--- src/rtl/d_reg_pkg.sv ---
// Shared types and helpers for the round-robin shared D-register arbiter.
// Holds the FSM state encoding, default parameters and a minimum-1 width helper.
package d_reg_pkg;

  typedef enum logic {
    IDLE = 1'b0,
    BUSY = 1'b1
  } state_e;

  localparam int unsigned DEF_N        = 4;
  localparam int unsigned DEF_W        = 8;
  localparam int unsigned DEF_MAX_HOLD = 4;

  // Bits needed to encode values 0..n-1, never less than one bit.
  function automatic int unsigned width_of(input int unsigned n);
    return (n <= 2) ? 1 : $clog2(n);
  endfunction

endpackage

--- src/rtl/d_reg_arbiter_rr_pick.sv ---
// Combinational round-robin finder: first set req bit at or after start, wrapping N-1 -> 0.
// Zero latency; found is low and idx is 0 when no bit is set.
module rr_pick
  import d_reg_pkg::*;
#(
  parameter int unsigned N  = DEF_N,
  parameter int unsigned IW = width_of(N)
) (
  input  logic [N-1:0]  req,
  input  logic [IW-1:0] start,
  output logic          found,
  output logic [IW-1:0] idx
);

  logic [2*N-1:0] dbl;
  logic [IW:0]    sum;

  always_comb begin
    dbl   = {req, req} >> start;
    found = 1'b0;
    idx   = '0;
    sum   = '0;
    // Scan downwards so the bit closest to start is the last (winning) assignment.
    for (int k = N - 1; k >= 0; k--) begin
      if (dbl[k]) begin
        found = 1'b1;
        sum   = {1'b0, start} + (IW+1)'(k);
        if (sum >= (IW+1)'(N)) sum = sum - (IW+1)'(N);
        idx   = sum[IW-1:0];
      end
    end
  end

endmodule

--- src/rtl/d_reg_arbiter.sv ---
// Round-robin arbiter sharing one W-bit register among N requesters; grant 1 cycle after req in IDLE.
// Granted requester writes q every cycle it keeps req high; a hold limit forces rotation.
module d_reg_arbiter
  import d_reg_pkg::*;
#(
  parameter  int unsigned N        = DEF_N,
  parameter  int unsigned W        = DEF_W,
  parameter  int unsigned MAX_HOLD = DEF_MAX_HOLD,
  localparam int unsigned IW       = width_of(N),
  localparam int unsigned HW       = width_of(MAX_HOLD + 1)
) (
  input  logic            clk,
  input  logic            rst,
  input  logic [N-1:0]    req,
  input  logic [N*W-1:0]  wdata,
  output logic [N-1:0]    gnt,
  output logic [IW-1:0]   owner,
  output logic [W-1:0]    q,
  output logic            q_valid
);

  state_e        state_q;
  logic [IW-1:0] ptr_q;
  logic [IW-1:0] owner_q;
  logic [N-1:0]  gnt_q;
  logic [HW-1:0] hold_q;
  logic [W-1:0]  q_q;
  logic          q_valid_q;

  logic          own_req;
  logic          rel_drop;
  logic          rel_limit;
  logic [IW-1:0] owner_inc;
  logic [IW-1:0] pick_start;
  logic [N-1:0]  pick_req;
  logic          pick_found;
  logic [IW-1:0] pick_idx;
  logic [N-1:0]  pick_oh;

  // gnt_q is zero when idle, so this alone qualifies a write.
  assign own_req   = |(req & gnt_q);
  assign rel_drop  = (state_q == BUSY) && !own_req;
  assign rel_limit = (state_q == BUSY) && own_req && (hold_q == HW'(MAX_HOLD));
  assign owner_inc = (owner_q == IW'(N - 1)) ? '0 : owner_q + 1'b1;

  // Searching from owner+1 puts the owner last, so on a limit release it wins only when alone.
  assign pick_start = (state_q == IDLE) ? ptr_q : owner_inc;
  assign pick_req   = rel_drop ? (req & ~gnt_q) : req;
  assign pick_oh    = {{(N-1){1'b0}}, 1'b1} << pick_idx;

  rr_pick #(
    .N  (N),
    .IW (IW)
  ) u_pick (
    .req   (pick_req),
    .start (pick_start),
    .found (pick_found),
    .idx   (pick_idx)
  );

  always_ff @(posedge clk or negedge rst) begin
    if (!rst) begin
      state_q   <= IDLE;
      ptr_q     <= '0;
      owner_q   <= '0;
      gnt_q     <= '0;
      hold_q    <= '0;
      q_q       <= '0;
      q_valid_q <= 1'b0;
    end else begin
      q_valid_q <= own_req;
      if (own_req) q_q <= wdata[owner_q*W +: W];

      case (state_q)
        IDLE: begin
          if (pick_found) begin
            state_q <= BUSY;
            owner_q <= pick_idx;
            gnt_q   <= pick_oh;
            hold_q  <= HW'(1);
          end
        end
        BUSY: begin
          if (rel_drop || rel_limit) begin
            ptr_q <= owner_inc;
            if (pick_found) begin
              owner_q <= pick_idx;
              gnt_q   <= pick_oh;
              hold_q  <= HW'(1);
            end else begin
              state_q <= IDLE;
              owner_q <= '0;
              gnt_q   <= '0;
              hold_q  <= '0;
            end
          end else begin
            hold_q <= hold_q + 1'b1;
          end
        end
        default: state_q <= IDLE;
      endcase
    end
  end

  assign gnt     = gnt_q;
  assign owner   = owner_q;
  assign q       = q_q;
  assign q_valid = q_valid_q;

endmodule

--- config.mk ---
export PLATFORM = sky130hd
export DESIGN_NAME = d_reg_arbiter
export DESIGN_NICKNAME = d
export VERILOG_FILES = /design/src/rtl/d_reg_pkg.sv /design/src/rtl/d_reg_arbiter_rr_pick.sv /design/src/rtl/d_reg_arbiter.sv
export SDC_FILE = /design/constraint.sdc
export NUM_CORES = 1
export LEC_CHECK = 0
export CAP_MARGIN = 10
export CORE_MARGIN = 3
export CORE_UTILIZATION = 46
export CTS_BUF_LIST = sky130_fd_sc_hd__clkbuf_4 sky130_fd_sc_hd__clkbuf_8
export CTS_CLUSTER_SIZE = 24
export DETAILED_ROUTE_END_ITERATION = 8
export HOLD_SLACK_MARGIN = 0.03
export PLACE_DENSITY = 0.82
export SETUP_SLACK_MARGIN = 0.15
export SLEW_MARGIN = 20
export SYNTH_ARGS = -nofsm -noshare
export SYNTH_HDL_FRONTEND = slang
export SYNTH_HIERARCHICAL = 1
export SYNTH_SLANG_ARGS = --single-unit
--- constraint.sdc ---
create_clock -name clk -period 2.9 [get_ports clk]
set_input_delay 0.435 -clock clk [delete_from_list [all_inputs] [get_ports clk]]
set_output_delay 0.435 -clock clk [all_outputs]
set_load 0.005 [all_outputs]
Word-level counts from Yosys, hierarchy flattened
Cells that the tools add are included.
{"block": "classes", "addsub": 9, "n_shift": 3, "reduce_logical": 8, "magnitude_cmp": 4, "eq_ne": 4, "mux": 30, "n_bitwise": 4}
{"operator": "$shiftx A32 B6 Y8", "n": 1}
{"operator": "$mux W2", "n": 13}
{"operator": "$mux W4", "n": 4}
{"operator": "$ge A3 B3 Y1 const B", "n": 3}
{"operator": "$and A4 B4 Y4", "n": 2}
{"operator": "$pmux W4 S2", "n": 1}
{"operator": "$shr A8 B2 Y4", "n": 1}
{"operator": "$sub A2 B1 Y2 const B", "n": 4}
{"operator": "$mux W1", "n": 7}
{"operator": "$add A2 B2 Y3 const B", "n": 2}
{"operator": "$mux W3", "n": 2}
{"operator": "$pmux W3 S2", "n": 1}
{"operator": "$not A4 Y4", "n": 1}
{"operator": "$pmux W2 S2", "n": 1}
{"operator": "$reduce_and A2 Y1", "n": 2}
{"operator": "$reduce_or A4 Y1", "n": 1}
{"operator": "$shl A1 B2 Y4 const A", "n": 1}
{"operator": "$add A2 B1 Y3 const B", "n": 1}
{"operator": "$add A3 B1 Y3 const B", "n": 1}
{"operator": "$eq A3 B3 Y1 const B", "n": 1}
{"operator": "$ge A2 B3 Y1 const B", "n": 1}
{"operator": "$logic_and A1 B1 Y1", "n": 3}
{"operator": "$add A2 B1 Y2 const B", "n": 1}
{"operator": "$eq A2 B2 Y1 const B", "n": 1}
{"operator": "other kinds (6)", "n": 6}
{"block": "word_totals", "in_bits": 38, "ff_bits": 21}

Logic depth before layout (Yosys ltp)
{"block": "logic_depth", "word_depth": 14, "ltp_mapped": 9}

Cells and area by module
The synthesis kept the hierarchy.
{"module": "d_reg_arbiter", "n_inst": 1, "area_each_um2": 1342.5, "cells_per_inst": 111, "seq_area_each_um2": 525.5}
{"module": "rr_pick", "n_inst": 1, "area_each_um2": 77.6, "cells_per_inst": 15, "seq_area_each_um2": 0.0}

Least setup slack after synthesis
No wires, ideal clock.
{"block": "synth_path", "path_type": "register to register", "from": "register owner_q[0], in the netlist owner[0]", "to": "register gnt_q[2], in the netlist gnt[2]", "t_required_ns": 2.766, "stages_incl_launch_ff": 10, "path_slack_ns": 0.685, "arrival_ns": 2.081, "path_buffers": 1, "cell_sequence": "dfrtp_1 buf_6 or3_2 nand2_1 inv_1 a221o_1 a21oi_1 nand3b_1 a21o_1 o211ai_1"}
{"block": "synth_via", "elab_chain_len": 14, "word_cells_on_any_way": 35, "classes_between": "8 x add/sub; 4 x order compare; 2 x eq/ne; 2 x shift; 18 x mux; 1 x reduce/logical"}
{"item": "start, declared", "line": "d_reg_arbiter.sv:24", "rtl": "logic [IW-1:0] owner_q;"}
{"item": "start signal, assigned", "line": "d_reg_arbiter.sv:78", "rtl": "owner_q <= pick_idx;"}
{"item": "start signal, assigned", "line": "d_reg_arbiter.sv:87", "rtl": "owner_q <= pick_idx;"}
{"item": "$add A2 B1 Y2 / $eq A2 B2 Y1 (equally long branches)", "line": "d_reg_arbiter.sv:44", "rtl": "assign owner_inc = (owner_q == IW'(N - 1)) ? '0 : owner_q + 1'b1;"}
{"item": "$mux W2 (*)", "line": "d_reg_arbiter.sv:44"}
{"item": "$mux W2 (*)", "line": "d_reg_arbiter.sv:47", "rtl": "assign pick_start = (state_q == IDLE) ? ptr_q : owner_inc;"}
{"item": "via pick_start[0]", "line": "d_reg_arbiter.sv:34", "rtl": "logic [IW-1:0] pick_start;"}
{"item": "$add A2 B2 Y3", "line": "d_reg_arbiter_rr_pick.sv:27", "rtl": "sum = {1'b0, start} + (IW+1)'(k);"}
{"item": "$ge A3 B3 Y1 / $sub A2 B1 Y2 (equally long branches)", "line": "d_reg_arbiter_rr_pick.sv:28", "rtl": "if (sum >= (IW+1)'(N)) sum = sum - (IW+1)'(N);"}
{"item": "$mux W2", "line": "d_reg_arbiter_rr_pick.sv:28"}
{"item": "$mux W2 (3 in a row)", "line": "d_reg_arbiter_rr_pick.sv:25", "rtl": "if (dbl[k]) begin"}
{"item": "$mux W2 (*)", "line": "d_reg_arbiter_rr_pick.sv:25"}
{"item": "via pick_idx[0]", "line": "d_reg_arbiter.sv:37", "rtl": "logic [IW-1:0] pick_idx;"}
{"item": "$shl A1 B2 Y4 (*)", "line": "d_reg_arbiter.sv:49", "rtl": "assign pick_oh = {{(N-1){1'b0}}, 1'b1} << pick_idx;"}
{"item": "$mux W4", "line": "d_reg_arbiter.sv:86", "rtl": "if (pick_found) begin"}
{"item": "$mux W4", "line": "d_reg_arbiter.sv:84", "rtl": "if (rel_drop || rel_limit) begin"}
{"item": "$pmux W4 S2 (*)", "line": "d_reg_arbiter.sv:74", "rtl": "case (state_q)"}
{"item": "end signal, assigned", "line": "d_reg_arbiter.sv:79", "rtl": "gnt_q <= pick_oh;"}
{"item": "end signal, assigned", "line": "d_reg_arbiter.sv:88", "rtl": "gnt_q <= pick_oh;"}
{"item": "end, declared", "line": "d_reg_arbiter.sv:25", "rtl": "logic [N-1:0] gnt_q;"}
Mark *: on every way through the listed nets, which the timed path passes. The rest lies on a longest branch. The select of a mux whose other input is x is not followed.
A chain may end at the register's enable or synchronous reset.

Final worst setup path
Same ends and word-level chain as after synthesis.

==> flow_summary.yaml <==
sta:
  fin_crit_sh_pct: 86.6
  max_freq_mhz: 398
  tightestPinTransition_ns: 0.949
  maxSlewViolCount: 0
  setup_viol: 0
  relSlewSlack_pct: 36.5
  finalSetupTns_ns: 0
  finalCriticalPeriod_ns: 2.51
  hold_violations: 0
  rsz0062_at_grt: "false"
  clock_skew_ns: 0.0110
synth:
  yosysWarnings: 6
  synthSimpleGateAreaFrac_pct: 10.3
  synth_top_family_by_area: "multiplexers"
  syn_area_mm2: 0.00142
  ys_seq_elements: 21
  yosysSeqAreaShare_pct: 37.0
  syn_area_per_cell_um2: 11.3
  synth_ff_type: "dfrtp_1"
  synthesis.nets: 167
  synth_xor_xnor_area_share_pct: 0
  synth_cell_types: 34
  synth_edf_count: 0
  synth_compound_area_share_pct: 18.9
  synthAdderAreaFrac_pct: 2.64
  yosys-mux-area-fraction_pct: 24.8
  synth_cells: 126
  synthArstFlopShare_pct: 100
global_routing:
  grt_pass1_vias: 1266
  antenna_found_initial: 0
  grt_overflow: 0
  grt_pass1_wl_mm: 5.67
  track_usage_pct: 20.1
  grt_max_degree: 22
setup_path:
  cp.required_ns: 3.09
  slowest_stage: "dfrtp_1"
  path_delay_family: "compound AO/OA/AOI/OAI gates"
  crit_arrival_ns: 2.70
  critPathMaxStageDelay_ns: 0.45
  end_kind: "flop"
  worstPathCellList: "ha_1 > or3_2 > nand2_1 > inv_1 > a221o_1 > a21oi_1 > nand3b_1 > a21o_1 > o211ai_1"
  critical_path_class: "reg2reg"
  crit_fanout: 6
  cp-start-kind: "flop"
  crit_buf_inv: 1
place:
  placed_area_mm2: 0.00195
  dp_hpwl_mm: 2.88
  io_buffers: 52
  place_congestion: 0.852
final_layout:
  syn_to_final_growth_pct: 39.5
  nets: 217
  drive_above_1_share_pct: 11.4
  final_cell_mix: "52 x clkdlybuf4s50_1, 21 x dfrtp_1, 15 x o211ai_1, 9 x inv_1"
  final_common_cell: "clkdlybuf4s50_1"
  final_util_pct: 69.4
  final_area_mm2: 0.00198
  antenna_cells: 0
floorplan:
  core_area_mm2: 0.00285
  die_area_mm2: 0.00379
  ios: 53
  die_h_um: 61.6
  rows: 19
  fp.dieW_um: 61.6
  start_util_pct: 49.8
clock_tree:
  cts_tree: "done"
  cts.htree.levels: 1
  cts_sinks: 21
  root_buffer: "clkbuf_4"
  cts_resized: 0
  path_clk_slew_ns: 0.12
  clock_latency_ns: 0.30
  numCtsBuffers: 3
  cts_setup_buffers: 0
  clockBufferDepth: 2
  cts_hold_buf: 0
routing:
  top_layer_used: "met4"
  met2_wirelength_mm: 1.72
  vias: 1238
  post_drt_via_cell_ratio: 6.01
  wl_per_cell_um: 17.8
  wl_met3_um: 348
  routed_wl_mm: 3.66
  met1_length_mm: 1.57
  dr.first_iter.drc_count: 38
  ant_nets: 0
  drc: 0
  drt_first_pass_iters: 4
power:
  ir_drop_uv: 441
  power.density_mw_per_mm2: 865
  leakage_uw: 0.000828
worst_hold_path:
  min_path_type: "reg2reg"
flow_run:
  max-cap-violations: 0
outcome:
  outcome: "finished clean"
## logic make-up (layout without fill, tap and decap cells)
kind of cell,after synthesis,after routing
flops,21,21
buf+inv,20,69
fa+ha+maj,3,3
compound gates,36,36
simple gates,28,28
mux,18,18
## cells in the mapped netlist, drive strengths merged (2+ instances only)
cell type	count	area share, %
a21o	3	1.6
a21oi	4	1.4
a22o	2	1.2
buf	2	1.6
clkbuf	9	2.4
dfrtp	21	37
ha	3	2.6
inv	9	2.4
mux2	9	9.3
mux4	8	15
nand2	8	2.1
nand2b	4	1.8
nand3	4	1.4
nand3b	2	1.1
nor2	3	0.79
o2111ai	3	1.9
o211ai	15	7.9
o21a	2	1.1
o21ai	2	0.70
or2	2	0.88
or3	2	0.97
## flip-flops by register name, summed over array words and instances, names as in the netlist
name,count
gnt,4
q,8
q_valid,1
hold_q,3
ptr_q,2
state_q,1
owner,2
## metrics by stage
stage / cells / total power, µW / worst slack [ns] / hold WS (ns)
4_1_cts: 206 / 1720 / 0.444 / 0.530
5_1_grt: 206 / 1840 / 0.293 / 0.562
2_1_floorplan: 126 / 1180 / 0.685 / 0.139
3_5_place_dp: 202 / 1570 / 0.464 / 0.499
3_3_place_gp: 202 / 1530 / 0.501 / 0.501
6_report: 206 / 1710 / 0.388 / 0.534
## area by class of cell
type,instances,area (µm²)
Multi-Input combinational cell,85,805
Sequential cell,21,526
Clock buffer,3,22.5
Clock inverter,1,5.00
Timing Repair Buffer,56,551
Tap cell,31,38.8
Fill cell,227,872
Inverter,9,33.8
## power breakdown
part,total (µW),internal (µW),leakage (µW),switching (µW)
clock network,140,51.4,0.0000177,88.9
registers,521,426,0.000253,94.7
logic,1050,616,0.000557,435
## path summary, 6_finish.rpt
kind / cells after the start / start / slack, ns / endpoint
setup reg to reg: 9 / owner[0] / 0.39 / gnt[2]
min in group asynchronous: 1 / rst / 0.64 / q[6]
max in group asynchronous: 1 / rst / 1.67 / q[2]
hold / removal: 1 / q[7] / 0.53 / q[7]
hold reg to reg: 1 / q[7] / 0.53 / q[7]
setup / recovery: 9 / owner[0] / 0.39 / gnt[2]
## metal layers
metal | track usage [%] | up-vias
met5 | 0 | -
met4 | 3.64 | 0
met3 | 4.19 | 5
met2 | 36.8 | 63
met1 | 24.4 | 589
li1 | - | 581
Note: power is estimated with default switching activity, not from simulation.
